==> src/rtl/mips_pkg.sv <==
// Shared fetch-path constants, the queue entry layout and the PC increment helper.
package mips_pkg;

    localparam int          INSTR_W          = 32;
    localparam int          ADDR_W           = 32;
    localparam logic [31:0] RESET_PC_DEFAULT = 32'h0000_0000;
    localparam logic [31:0] PC_STEP          = 32'd4;
    localparam logic [31:0] NOP              = 32'h0000_0000;

    typedef struct packed {
        logic [ADDR_W-1:0]  pc;
        logic [INSTR_W-1:0] instr;
    } fetch_entry_t;

    function automatic logic [ADDR_W-1:0] pc_next(input logic [ADDR_W-1:0] pc);
        return pc + PC_STEP;
    endfunction

endpackage

==> src/rtl/sync_fifo.sv <==
// Register-array FIFO with push/pop/flush and an occupancy count; DEPTH must be a power of 2.
module sync_fifo #(
    parameter int WIDTH = 32,
    parameter int DEPTH = 4
) (
    input  logic                   clk,
    input  logic                   rst,
    input  logic                   push,
    input  logic                   pop,
    input  logic                   flush,
    input  logic [WIDTH-1:0]       din,
    output logic [WIDTH-1:0]       dout,
    output logic [$clog2(DEPTH):0] count,
    output logic                   full,
    output logic                   empty
);

    localparam int PTR_W = $clog2(DEPTH);

    logic [WIDTH-1:0] mem [DEPTH];
    logic [PTR_W-1:0] wr_ptr;
    logic [PTR_W-1:0] rd_ptr;
    logic             do_push;
    logic             do_pop;

    assign empty   = (count == '0);
    assign full    = (count == (PTR_W+1)'(DEPTH));
    assign do_pop  = pop && !empty;
    assign do_push = push && (!full || do_pop);
    assign dout    = mem[rd_ptr];

    always_ff @(posedge clk or negedge rst) begin
        if (!rst) begin
            wr_ptr <= '0;
            rd_ptr <= '0;
            count  <= '0;
        end else if (flush) begin
            wr_ptr <= '0;
            rd_ptr <= '0;
            count  <= '0;
        end else begin
            if (do_push) wr_ptr <= wr_ptr + 1'b1;
            if (do_pop)  rd_ptr <= rd_ptr + 1'b1;
            case ({do_push, do_pop})
                2'b10:   count <= count + 1'b1;
                2'b01:   count <= count - 1'b1;
                default: count <= count;
            endcase
        end
    end

    // Storage carries no reset; only the pointers define which entries are live.
    always_ff @(posedge clk) begin
        if (do_push && !flush) mem[wr_ptr] <= din;
    end

endmodule

==> src/rtl/fetch_queue.sv <==
// Instruction-fetch front end: PC, credit-limited imem requests, instruction queue and redirect flush.
// Optional FETCH_QUEUE_STATS_EN adds starvation and flush counters.
module fetch_queue
    import mips_pkg::*;
#(
    parameter int          DEPTH    = 4,
    parameter logic [31:0] RESET_PC = RESET_PC_DEFAULT
) (
    input  logic        clk,
    input  logic        rst,
    input  logic        redirect_valid,
    input  logic [31:0] redirect_pc,
    output logic        imem_req,
    output logic [31:0] imem_addr,
    input  logic        imem_ready,
    input  logic        imem_rvalid,
    input  logic [31:0] imem_rdata,
    output logic        instr_valid,
    input  logic        instr_ready,
    output logic [31:0] instr,
    output logic [31:0] instr_pc,
    output logic [31:0] instr_pc_incr
`ifdef FETCH_QUEUE_STATS_EN
    ,
    output logic [31:0] stat_starve,
    output logic [31:0] stat_flush
`endif
);

    localparam int CNT_W = $clog2(DEPTH) + 1;

    logic [ADDR_W-1:0] fetch_pc;
    logic [ADDR_W-1:0] rsp_addr;
    logic [CNT_W-1:0]  q_count;
    logic [CNT_W-1:0]  outstanding;
    logic [CNT_W-1:0]  drop_cnt;
    logic [CNT_W:0]    in_use;
    logic              q_full;
    logic              q_empty;
    logic              a_full;
    logic              a_empty;
    logic              issue;
    logic              rsp_keep;
    logic              pop;
    fetch_entry_t      q_din;
    fetch_entry_t      q_dout;

    // Queue slots and in-flight requests share one credit pool, so a response always has room.
    assign in_use   = {1'b0, q_count} + {1'b0, outstanding};
    assign imem_req = rst && !redirect_valid && !q_full && !a_full
                      && (in_use < (CNT_W+1)'(DEPTH));
    assign imem_addr = fetch_pc;
    assign issue     = imem_req && imem_ready;

    assign rsp_keep = imem_rvalid && !a_empty && (drop_cnt == '0) && !redirect_valid;
    assign q_din    = '{pc: rsp_addr, instr: imem_rdata};
    assign pop      = !q_empty && instr_ready;

    assign instr_valid   = !q_empty;
    assign instr         = q_empty ? NOP   : q_dout.instr;
    assign instr_pc      = q_empty ? '0    : q_dout.pc;
    assign instr_pc_incr = q_empty ? '0    : pc_next(q_dout.pc);

    sync_fifo #(.WIDTH(ADDR_W), .DEPTH(DEPTH)) u_addr_fifo (
        .clk   (clk),
        .rst   (rst),
        .push  (issue),
        .pop   (imem_rvalid),
        .flush (1'b0),
        .din   (fetch_pc),
        .dout  (rsp_addr),
        .count (outstanding),
        .full  (a_full),
        .empty (a_empty)
    );

    sync_fifo #(.WIDTH($bits(fetch_entry_t)), .DEPTH(DEPTH)) u_instr_fifo (
        .clk   (clk),
        .rst   (rst),
        .push  (rsp_keep),
        .pop   (pop),
        .flush (redirect_valid),
        .din   (q_din),
        .dout  (q_dout),
        .count (q_count),
        .full  (q_full),
        .empty (q_empty)
    );

    always_ff @(posedge clk or negedge rst) begin
        if (!rst) begin
            fetch_pc <= RESET_PC;
        end else if (redirect_valid) begin
            fetch_pc <= redirect_pc;
        end else if (issue) begin
            fetch_pc <= pc_next(fetch_pc);
        end
    end

    // On redirect every request still in flight after this cycle's response becomes a drop.
    always_ff @(posedge clk or negedge rst) begin
        if (!rst) begin
            drop_cnt <= '0;
        end else if (redirect_valid) begin
            drop_cnt <= outstanding - CNT_W'(imem_rvalid);
        end else if (imem_rvalid && (drop_cnt != '0)) begin
            drop_cnt <= drop_cnt - 1'b1;
        end
    end

`ifdef FETCH_QUEUE_STATS_EN
    always_ff @(posedge clk or negedge rst) begin
        if (!rst) begin
            stat_starve <= '0;
            stat_flush  <= '0;
        end else begin
            if (instr_ready && q_empty && !redirect_valid && (stat_starve != '1))
                stat_starve <= stat_starve + 1'b1;
            if (redirect_valid && (stat_flush != '1))
                stat_flush <= stat_flush + 1'b1;
        end
    end
`endif

endmodule

==> config.mk <==
export PLATFORM = sky130hd
export DESIGN_NAME = fetch_queue
export DESIGN_NICKNAME = d
export VERILOG_FILES = /design/src/rtl/mips_pkg.sv /design/src/rtl/sync_fifo.sv /design/src/rtl/fetch_queue.sv
export SDC_FILE = /design/constraint.sdc
export NUM_CORES = 1
export LEC_CHECK = 0
export ABC_AREA = 1
export CAP_MARGIN = 15
export CELL_PAD_IN_SITES_DETAIL_PLACEMENT = 0
export CELL_PAD_IN_SITES_GLOBAL_PLACEMENT = 2
export CORE_MARGIN = 1.5
export CORE_UTILIZATION = 40
export CTS_CLUSTER_DIAMETER = 50
export CTS_CLUSTER_SIZE = 40
export DETAILED_ROUTE_END_ITERATION = 10
export DONT_BUFFER_PORTS = 1
export PLACE_DENSITY = 0.78
export SYNTH_ARGS = -nofsm -noshare
export SYNTH_HDL_FRONTEND = slang
export SYNTH_SLANG_ARGS = --single-unit
==> constraint.sdc <==
create_clock -name clk -period 11.8 [get_ports clk]
set_input_delay 1.18 -clock clk [delete_from_list [all_inputs] [get_ports clk]]
set_output_delay 1.18 -clock clk [all_outputs]
set_load 0.005 [all_outputs]
# Yosys cells after proc, flatten, opt, wreduce, memory -nomap -nowiden
# Memories as Yosys holds them, arrays and structs flattened.
# Index checks and enable logic that the tools add are counted.
# classes
eq_ne,6
n_addsub,13
mux,18
magnitude_cmp,1
reduce_logical,31
# ops
cell,n
$mux W32,5
$add A32 B3 Y32 const B,2
$logic_and A1 B1 Y1,14
$pmux W3 S2,2
$reduce_bool A2 Y1,5
$logic_not A3 Y1,3
$mux W3,3
$sub A3 B1 Y3 const B,3
$add A2 B1 Y2 const B,4
$mux W2,4
$add A3 B1 Y3 const B,2
$eq A3 B3 Y1 const B,2
$reduce_bool A3 Y1,2
$logic_not A1 Y1,5
$add A3 B3 Y4,1
$eq A2 B1 Y1 const B,2
$eq A2 B2 Y1 const B,2
$lt A4 B3 Y1 const B,1
$mux W1,4
$sub A3 B1 Y3,1
$logic_or A1 B1 Y1,2
# totals
reg_bits,49
out_inout_bits,130
wordCells,79
mem_bits_rw,384
n_memories,2
# memory_table
memory,depth,word_bits,rd,rd_ports_with_merged_regs,write_ports,line,rtl
u_instr_fifo.mem,4,64,1,0,1,sync_fifo.sv:20,logic [WIDTH-1:0] mem [DEPTH];
u_addr_fifo.mem,4,32,1,0,1,sync_fifo.sv:20,

# Logic depth before layout (Yosys ltp)
# Gate-level depths: netlist of run 1.
# depth
ltp_word,9
ltp_mapped,16

# By module
# A second synthesis of run 1 with hierarchy kept.
# hier_totals
hier_cells,1874
hier_area_um2,19399.9
# by_module_without_submodules
mod,n_inst,area_each_um2,seq_area_each_um2,cells_each
sync_fifo (u_instr_fifo),1,9964.6,7862.5,687
sync_fifo (u_addr_fifo),1,5233.8,4018.9,377
fetch_queue,1,4201.5,875.8,810

# Worst setup path before layout of run 1
# No wires, ideal clock.
# synth_timing
path_type,input -> register
start,in redirect_valid
end,mem u_instr_fifo.mem[0][0] (netlist name) (enable)
n_path_buf,1
cell_stages,6
required_time_ns,11.313
arrival_ns,4.485
slack_ns,6.828
setup_time_ns,0.487
path_cell_list,buf_2 > inv_2 > nand3_1 > nor2_1 > o21ai_1 > nor2_1
# synth_via
elab_chain_len,6
# synth_lines
item,line,rtl
"start, declared",fetch_queue.sv:11,"input logic redirect_valid,"
$logic_not A1 Y1 *,"sync_fifo.sv:54, fetch_queue.sv:55",
$logic_and A1 B1 Y1,fetch_queue.sv:55,assign rsp_keep = imem_rvalid && !a_empty && (drop_cnt == '0) && !redirect_valid;
$logic_and A1 B1 Y1,sync_fifo.sv:29,assign do_push = push && (!full || do_pop);
$logic_and A1 B1 Y1 *,sync_fifo.sv:54,if (do_push && !flush) mem[wr_ptr] <= din;
$mux W1 *,sync_fifo.sv:54,
$mux W1 (not written as such) *,sync_fifo.sv:54,
"end, declared",sync_fifo.sv:20,
# Every way passes the cells marked *; elsewhere a longest branch is shown, timed or not.

# Final worst setup path of run 1
# layout_timing
start,reg u_instr_fifo.rd_ptr[0]
end,out instr_pc_incr[22]
# layout_via
elab_chain_len,3
# layout_lines
item,line,rtl
"start, declared",sync_fifo.sv:22,logic [PTR_W-1:0] rd_ptr;
"start signal, assigned",sync_fifo.sv:43,if (do_pop) rd_ptr <= rd_ptr + 1'b1;
$mem_v2 Z4 W64,-,
$add A32 B3 Y32,mips_pkg.sv:16,return pc + PC_STEP;
$mux W32,fetch_queue.sv:62,assign instr_pc_incr = q_empty ? '0 : pc_next(q_dout.pc);
"end, declared",fetch_queue.sv:22,output logic [31:0] instr_pc_incr
# Every way passes these cells.

==> results of run 1 <==
==> layout make-up <==
type / count / area, µm²
multi-input combinational: 1299 / 6000
sequential: 433 / 12800
clock buffer: 42 / 1030
clock inverter: 33 / 432
fill: 4436 / 26500
inverter: 91 / 345
timing repair buffer: 18 / 135
tap: 615 / 769
==> routing by layer <==
metal	global-route usage, %	vias to the layer above
met5	0	-
met4	5.30	0
met3	3.31	58
met2	31.1	312
met1	27.1	6301
li1	-	6462
==> power groups by stage <==
| stage | sequential, mW | combinational (mW) | clock [mW] |
|---|---|---|---|
| after floorplan | 1.97 | 0.851 | 0 |
| after global placement | 2.00 | 1.17 | 0 |
| after detailed placement | 2.01 | 1.19 | 0 |
| after CTS | 1.97 | 1.19 | 1.43 |
| after global routing | 1.99 | 1.33 | 1.49 |
| final | 1.97 | 1.17 | 1.40 |
==> synth_stat cells (all sizes together) <==
library cell / n
nor4: 1
xor2: 24
a21oi: 49
nand2: 484
dfrtp: 49
o21ai: 170
fa: 2
a32oi: 1
xnor2: 6
nor2: 363
a2bb2oi: 1
o211ai: 19
a22o: 2
nor3b: 1
nand3: 94
clkbuf: 45
o21a: 1
inv: 91
o22ai: 32
a31oi: 1
o221ai: 1
nand3b: 2
ha: 17
o21bai: 3
nor2b: 1
nand4: 12
nor3: 12
buf: 44
edfxtp: 384
==> worst max path at each step <==
| stage | endpoint | depth (start not counted) | from | slack [ps] |
|---|---|---|---|---|
| 6_report | instr_pc_incr[22] | 14 | u_instr_fifo.rd_ptr[0] | 6660 |
| 5_1_grt | instr_pc_incr[20] | 13 | u_instr_fifo.rd_ptr[0] | 6240 |
| 3_5_place_dp | instr_pc_incr[22] | 14 | u_instr_fifo.rd_ptr[0] | 7180 |
| 2_1_floorplan | u_instr_fifo.mem[0][0] | 6 | redirect_valid | 6830 |
| 4_1_cts | instr_pc_incr[22] | 14 | u_instr_fifo.rd_ptr[0] | 6550 |
| 3_3_place_gp | instr_pc_incr[30] | 14 | u_instr_fifo.rd_ptr[0] | 7260 |
==> per-stage QoR <==
stage	hold WS, ps	setup WS, ps	cell area (µm²)	instances	total power, mW
floorplan	466	6830	19500	1912	2.82
global placement	483	7260	20000	2456	3.18
detailed placement	494	7180	20000	2456	3.20
CTS	265	6550	21500	2531	4.60
global route	264	6240	21500	2531	4.81
finish	288	6660	21500	2531	4.54
==> cells by family after synthesis <==
group / Yosys count
buffers and inverters: 180
adders and majority gates: 19
xor gates and xnor gates: 30
AOI/OAI and AO/OA: 280
DFF: 433
and+or+nand+nor: 970
==> registers in the layout, indices dropped and copies added, names as in the netlist <==
name / count
u_addr_fifo.count: 3
u_addr_fifo.rd_ptr: 2
u_addr_fifo.wr_ptr: 2
drop_cnt: 3
u_instr_fifo.wr_ptr: 2
u_instr_fifo.count: 3
imem_addr: 32
u_addr_fifo.mem: 128
u_instr_fifo.mem: 256
u_instr_fifo.rd_ptr: 2
==> placed cells by master, fill, tap and decap left out, drive strengths merged, types with 2 or more instances in the layout <==
cell type / n
nand2: 484
o21ai: 170
clkbuf: 42
o211ai: 19
dfrtp: 49
nand4: 12
nand3b: 2
clkinv: 10
inv: 112
a22o: 2
a21oi: 49
o22ai: 32
ha: 17
nor2: 363
buf: 18
nand3: 94
edfxtp: 384
xor2: 24
xnor2: 6
nor3: 12
fa: 2
o21bai: 3
==> worst reg2reg max path, delay by kind of cell (launching register included) <==
kind	cells	cell delay, ps
compound gates	1	70
fa+ha+maj	1	390
flops	1	460
buf+inv	1	700
simple gates	4	1480
xor+xnor	2	340
==> impl_metrics.ini, run 1 <==
[run_status]
status = complete, no violations

[clock_network]
clock-sinks = 433
cts_resized = 0
clkTransAtPathRegs_ps = 80
cts_root_buf = clkbuf_16
ctsHoldBuffers = 0
insertion_delay_ps = 580
cts_made_buffers = 41
cts_tree = yes
clockBufferDepth = 3
htree_levels = 2
cts_setup_buffers = 0

[floorplanning]
die_y_um = 224
die_w_um = 224
design.die.area_mm2 = 0.0501
start_util_pct = 40.6
fp-row-count = 80
core_mm2 = 0.0479
ioPinCount = 200

[logic_synthesis]
yosysTopAreaCellShare_pct = 59.2
yosysUniqueCellTypes = 39
synth.avg_cell_area_um2 = 10.2
synthCells = 1912
synth-xor-area-share_pct = 1.35
synth_mux_area_share_pct = 0
synth_area_leaders = edfxtp_1 (59%), nand2_1 (9.2%), nor2_1 (6.6%), dfrtp_1 (6.3%), o21ai_0 (4.2%)
synth_top_family_by_area = simple AND/OR/NAND/NOR gates
synth_adder_area_share_pct = 1.30
synth_compound_area_share_pct = 7.79
yosys.area_share.simple_pct = 20.1
yosysSeqAreaShare_pct = 65.5
ys_ff_latch = 433
synth_fp_nets = 2001
yosysWarnings = 0
syn-cell-area_mm2 = 0.0195
yosys.area.top_type = edfxtp_1

[power_and_ir_drop]
ir_worst_vdd_v = 0.000121
power_density_mw_per_mm2 = 211
p_leak_nw = 7.89
p_seq_share_pct = 43.4
power.switching_mw = 1.65
power_switching_share_pct = 36.4
p_int_mw = 2.89
combPwrFrac_pct = 25.8
power_frac_clock_pct = 30.8

[timing]
finalHoldViolations = 0
fmax_mhz = 194
rsz0062_at_grt = false
tns_ps = 0
setup_viol = 0
fin_crit_sh_pct = 43.6
min_period_ps = 5140
slew-limit-headroom_pct = 24.7
skew_ps = 31.5
slew_viol_final = 0
tightest_slew_ps = 1130

[setup_path]
worst_path_max_delay_cell = buf_4
path_delay_family = buffers and inverters
r2r-end = u_instr_fifo.count[2]
critical_path.cell_chain = clkinv_2 > buf_4 > o211ai_1 > nand2_1 > ha_1 > inv_1 > nor2_1 > nand2_1 > nor2_4 > nand2_1 > nor2_2 > nand2_1 > nand3_1 > inv_1
cp_common_cell = nand2_1
r2r_slack_ps = 8260
timing_worst_setup_path_type = flop to output port
cpPeakStageDelay_ps = 830
cp-start-kind = flop
cp.required_ps = 10620
r2r_cells = 9
worst-path-buf-inv = 4
cp-end-kind = output port
arrival_ps = 3960
worst-path-max-fanout = 106
reg2reg_from = u_instr_fifo.count[2]

[detailed_routing]
drc = 0
drt_wl_total_um = 48200
first_pass_iters = 5
antenna_left = 0
avgViaCountPerCell = 5.19
met2RoutedLength_um = 22100
met1Wirelength_um = 22700
drt-initial-drc-count = 934
top_layer_used = met4
wl_per_cell_um = 19.1
wl_met3_um = 2510
vias = 13100

[cells_and_area]
nets = 1973
n_antenna_cell = 0
area_growth_syn_to_layout_pct = 10.2
final_layout_size_suffix_gt1_share_pct = 7.10
post-route-util_pct = 44.8

[global_routing]
grt_overflow_total = 0
grt_antenna_before_repair = 0
grt_pass1_wl_um = 74500
grtUsageTotal_pct = 19.3
grt_pass1_vias = 12600
grt_start_max_net_pins = 107

[flow_run]
maxCapViolations = 0

[placed_design]
globalplace.congestion = 0.820
io_buffer_count = 0
hpwlAfterDp_um = 30400

[min_path]
hold_path.class = input port to async pin
No activity file was read; power rests on OpenSTA's default activity.
==> run 2: changes to the inputs <==
--- a/config.mk
+++ b/config.mk
@@ -10,12 +10,12 @@
 export CELL_PAD_IN_SITES_DETAIL_PLACEMENT = 0
 export CELL_PAD_IN_SITES_GLOBAL_PLACEMENT = 2
 export CORE_MARGIN = 1.5
-export CORE_UTILIZATION = 40
+export CORE_UTILIZATION = 37
 export CTS_CLUSTER_DIAMETER = 50
 export CTS_CLUSTER_SIZE = 40
 export DETAILED_ROUTE_END_ITERATION = 10
 export DONT_BUFFER_PORTS = 1
-export PLACE_DENSITY = 0.78
+export PLACE_DENSITY = 0.76
 export SYNTH_ARGS = -nofsm -noshare
 export SYNTH_HDL_FRONTEND = slang
 export SYNTH_SLANG_ARGS = --single-unit
==> constraint.sdc (replaced) <==
create_clock -name clk -period 4.3 [get_ports clk]
set_input_delay 0.43 -clock clk [delete_from_list [all_inputs] [get_ports clk]]
set_output_delay 0.43 -clock clk [all_outputs]
set_load 0.005 [all_outputs]
==> run 2 against run 1 <==
  * Flip-flop and latch count stayed put
  * Hold slack worse by 250 ps
  * Register-to-register slack worse by 6800 ps
  * Critical endpoint is now instr_pc_incr[28]
  * Largest power group unchanged
==> impl_metrics.ini, run 2 (same netlist as run 1, synthesis figures left out) <==
[timing]
finalHoldViolations = 0
min_period_ps = 3640
skew_ps = 28.7
slew-limit-headroom_pct = 36.7
finalWorstSetupSlack_ps = 662
setup_viol = 0
fmax_mhz = 275
slew_viol_final = 0
fin_crit_sh_pct = 84.6
rsz0062_at_grt = false
tns_ps = 0
tightest_slew_ps = 948

[global_routing]
grt_antenna_before_repair = 1
grt_pass1_wl_um = 77800
grt_overflow_total = 0
grtUsageTotal_pct = 18.8
grt_pass1_vias = 13000
grt_start_max_net_pins = 105

[detailed_routing]
wl_per_cell_um = 19.0
drt_wl_total_um = 50600
vias = 13500
first_pass_iters = 5
drc = 0
avgViaCountPerCell = 5.07
drt-initial-drc-count = 837
antenna_left = 0

[setup_path]
worst_path_max_delay_cell = dfrtp_2
cp-end-kind = output port
critical_path.cell_chain = inv_4 > buf_4 > nand2_1 > nand2_1 > nand2_1 > nor2_1 > nand2_1 > nor2_1 > nand2_1 > nand2_1 > nand2_1 > nor2_1
cp.required_ps = 3870
cp_common_cell = nand2_1
cpPeakStageDelay_ps = 560
arrival_ps = 3210
worst-path-buf-inv = 2
timing_worst_setup_path_type = flop to output port
path_delay_family = simple AND/OR/NAND/NOR gates
worst-path-max-fanout = 38
cp-start-kind = flop

[placed_design]
hpwlAfterDp_um = 32700
io_buffer_count = 0
globalplace.congestion = 0.825
dp_worst_setup_slack_ps = 1250

[run_status]
status = complete, no violations

[clock_network]
htree_levels = 2
cts_root_buf = clkbuf_16
clkTransAtPathRegs_ps = 70
clockBufferDepth = 3
clock-sinks = 433
cts_made_buffers = 40
cts_tree = yes
cts_setup_buffers = 0
insertion_delay_ps = 580

[flow_run]
maxCapViolations = 0

[floorplanning]
die_y_um = 233
die_w_um = 233
ioPinCount = 200
start_util_pct = 37.7
core_mm2 = 0.0517
fp-row-count = 83
design.die.area_mm2 = 0.0541

[cells_and_area]
layout_commonest_cell = nand2_1
post-route-util_pct = 43.0
area_growth_syn_to_layout_pct = 14.1
largest-register = u_instr_fifo.mem
final_layout_size_suffix_gt1_share_pct = 7.00
layout_common_cells = nand2_1 (477), edfxtp_1 (384), nor2_1 (336), o21ai_0 (164), nand3_1 (94)
nets = 2044
largest_register_ffs = 256
fillers = 4889

[power_and_ir_drop]
p_leak_nw = 8.17
power_density_mw_per_mm2 = 558
ir_worst_vdd_v = 0.000345

[min_path]
hold_path.class = input port to flop
[run 2: changes by cell type in the layout (fill, tap and decap cells not counted), sizes merged]
cell / previous run / this run
buf: 18 / 28
clkinvlp: 1 / 2
diode: 0 / 1
inv: 112 / 102
clkbuf: 42 / 45
clkinv: 10 / 14
dlygate4sd3: 0 / 62
[run 2: layout make-up]
class                      instances  area, µm²  share of cell area (%)
clock inverter                    28        322                    1.45
inverter                          91        345                    1.55
timing repair buffer              90        913                    4.11
multi-input combinational       1299       6000                    27.0
antenna                            1       2.50                  0.0113
tap                              680        851                    3.83
clock buffer                      45       1040                    4.68
sequential                       433      12800                    57.4
[run 2: worst paths after layout]
check,startpoint,to,slack [ps],cells after the start
setup / recovery,u_instr_fifo.rd_ptr[1],instr_pc_incr[28],660,12
hold / removal,redirect_valid,imem_addr[3],40,2
setup reg to reg,u_instr_fifo.count[2],u_addr_fifo.mem[2][0],1420,8
hold reg to reg,drop_cnt[2],drop_cnt[2],500,1
max in group asynchronous,rst,imem_addr[0],3630,2
min in group asynchronous,rst,imem_addr[8],380,2
[run 2: per-stage QoR]
step / hold WS, ps / power [mW] / cell area (µm²) / instances
floorplan: 134 / 7.73 / 19500 / 1912
global placement: 138 / 8.80 / 20200 / 2530
detailed placement: 137 / 8.86 / 20200 / 2530
CTS: 0.554 / 12.6 / 22200 / 2666
global route: 7.13 / 13.2 / 22200 / 2666
finish: 35.2 / 12.4 / 22200 / 2667
[run 2: layer usage]
metal	part of all wire (%)	wire, µm	track usage (%)
met5	0.020	10	0
met4	1.8	929	4.84
met3	5.0	2560	3.05
met2	47	23800	31.0
met1	46	23300	25.8
[run 2: repair_timing]
item	in CTS	in global routing
gates resized for setup	0	0
endpoints found under the setup margin	0	0
hold buffers	63	0
endpoints found under the hold margin	198	0
[run 2: where the power goes]
group | total, mW | internal, mW | switching, mW
registers | 5.40 | 5.14 | 0.259
clock network | 3.62 | 1.91 | 1.71
logic | 3.39 | 0.870 | 2.52
==> run 3: changes to the inputs <==
==> constraint.sdc (replaced) <==
create_clock -name clk -period 3 [get_ports clk]
set_input_delay 0.3 -clock clk [delete_from_list [all_inputs] [get_ports clk]]
set_output_delay 0.3 -clock clk [all_outputs]
set_load 0.005 [all_outputs]
==> run 3 against run 2 <==
  * Sequential power increased by 43%
  * Clock power increased by 63%
  * Combinational power increased by 70%
  * Sequential share of layout area decreased by 3.7 points
  * Critical path type unchanged
  * Highest routed layer is now met4
==> impl_metrics.ini, run 3 (same netlist as run 1, synthesis figures left out) <==
[timing]
skew_ps = 23.6
finalHoldViolations = 0
slew-limit-headroom_pct = 38.6
min_period_ps = 2970
tns_ps = 0
tightest_slew_ps = 915
fin_crit_sh_pct = 99.1
setup_viol = 0
fmax_mhz = 336
rsz0062_at_grt = true
slew_viol_final = 0
hold_slack_ps = 34.3

[setup_path]
cp.required_ps = 2700
arrival_ps = 2670
timing_worst_setup_path_type = flop to output port
cp-start-kind = flop
r2r_slack_ps = 460
cp-end-kind = output port
worst-path-max-fanout = 17

[detailed_routing]
drt_wl_total_um = 52500
wl_per_cell_um = 19.1
first_pass_iters = 6
vias = 13800
drc = 0
drt-initial-drc-count = 828
antenna_left = 0
avgViaCountPerCell = 5.05

[cells_and_area]
final_layout_size_suffix_gt1_share_pct = 16.0
layout_commonest_cell = nand2_1
nets = 2113
area_growth_syn_to_layout_pct = 22.0
largest_register_ffs = 256
largest-register = u_instr_fifo.mem
layout_common_cells = nand2_1 (413), edfxtp_1 (384), nor2_1 (295), o21ai_0 (162), nand3_1 (86)

[global_routing]
grt_pass1_vias = 13100
grt_pass1_wl_um = 78500
grtUsageTotal_pct = 19.2
grt_antenna_before_repair = 2
grt_start_max_net_pins = 79
grt_overflow_total = 0

[floorplanning]
die_w_um = 233
design.die.area_mm2 = 0.0541
fp-row-count = 83
die_y_um = 233
core_mm2 = 0.0517
ioPinCount = 200
start_util_pct = 37.7

[placed_design]
hpwlAfterDp_um = 32400
io_buffer_count = 0
globalplace.congestion = 0.821

[clock_network]
cts_root_buf = clkbuf_16
cts_tree = yes
clockBufferDepth = 3
clock-sinks = 433
cts_made_buffers = 45
htree_levels = 2
insertion_delay_ps = 590
clkTransAtPathRegs_ps = 80

[power_and_ir_drop]
p_leak_nw = 8.77
ir_worst_vdd_v = 0.000482
power_density_mw_per_mm2 = 815
design_power_total_mw = 19.4

[run_status]
status = complete, no violations

[flow_run]
maxCapViolations = 0

[min_path]
hold_path.class = input port to flop
[run 3: cell count changes in the layout (fill, tap and decap cells not counted), sizes merged]
| cell | change |
|---|---|
| dlygate4sd3 | +3 |
| bufbuf | +2 |
| clkinv | -1 |
| clkbuf | +9 |
| buf | +54 |
| inv | +8 |
[run 3: cell type report]
class	instances	area [µm²]
clock buffer	50	1190
multi-input combinational	1299	6470
timing repair inverter	1	8.76
antenna	1	2.50
timing repair buffer	153	1730
sequential	433	12800
fill	4797	27900
inverter	91	362
clock inverter	34	395
tap	680	851
[run 3: where the power goes]
| group | internal, mW | switching, mW |
|---|---|---|
| registers | 7.37 | 0.366 |
| logic | 1.81 | 3.93 |
| clock network | 3.16 | 2.73 |
| total | 12.3 | 7.03 |
[run 3: final timing paths]
kind | startpoint | endpoint | depth (start not counted)
worst max register to register | u_instr_fifo.count[1] | u_addr_fifo.count[2] | 13
worst max-delay path | u_instr_fifo.rd_ptr[0] | instr_pc_incr[28] | 13
max in group asynchronous | rst | drop_cnt[2] | 2
min in group asynchronous | rst | u_instr_fifo.rd_ptr[1] | 2
worst min-delay path | imem_rvalid | u_addr_fifo.rd_ptr[0] | 3
worst min register to register | drop_cnt[2] | drop_cnt[2] | 1
[run 3: critical path, stage by stage, from the launching register on]
cell	delay, ps
dfrtp_4	560
buf_4	200
clkbuf_16	190
nand2_1	80
nand3_1	80
nand2_2	130
nand2_1	100
nor2_1	110
nand2_1	80
nor2_2	230
nand2_1	90
nand2_1	60
nand2_1	70
nor2_2	110
[run 3: per-stage QoR]
| stage | instance area, µm² | utilization [%] | std cells | worst slack (ps) |
|---|---|---|---|---|
| floorplan | 19500 | - | 1912 | -235 |
| global placement | 20400 | 39.5 | 2543 | 473 |
| detailed placement | 20400 | 39.5 | 2543 | 435 |
| CTS | 23100 | 44.7 | 2715 | -25.3 |
| global route | 23800 | 46.0 | 2742 | -81.4 |
| finish | 23800 | 46.0 | 2742 | 26.1 |
[run 3: timing repair]
item / in CTS / in global routing
pin swaps: 9 / 44
hold endpoints to repair: 216 / 0
hold buffers: 67 / 0
gates resized for setup: 46 / 117
setup buffers: 15 / 22
gates cloned: 6 / 4
setup endpoints to repair: 23 / 32
[run 3: routing by layer]
layer | track usage (%) | share of wire [%] | routed length [µm]
met1 | 26.1 | 46 | 24200
met2 | 31.0 | 47 | 24500
met3 | 3.41 | 4.9 | 2600
met4 | 6.15 | 2.4 | 1280
met5 | 0 | 0 | 0
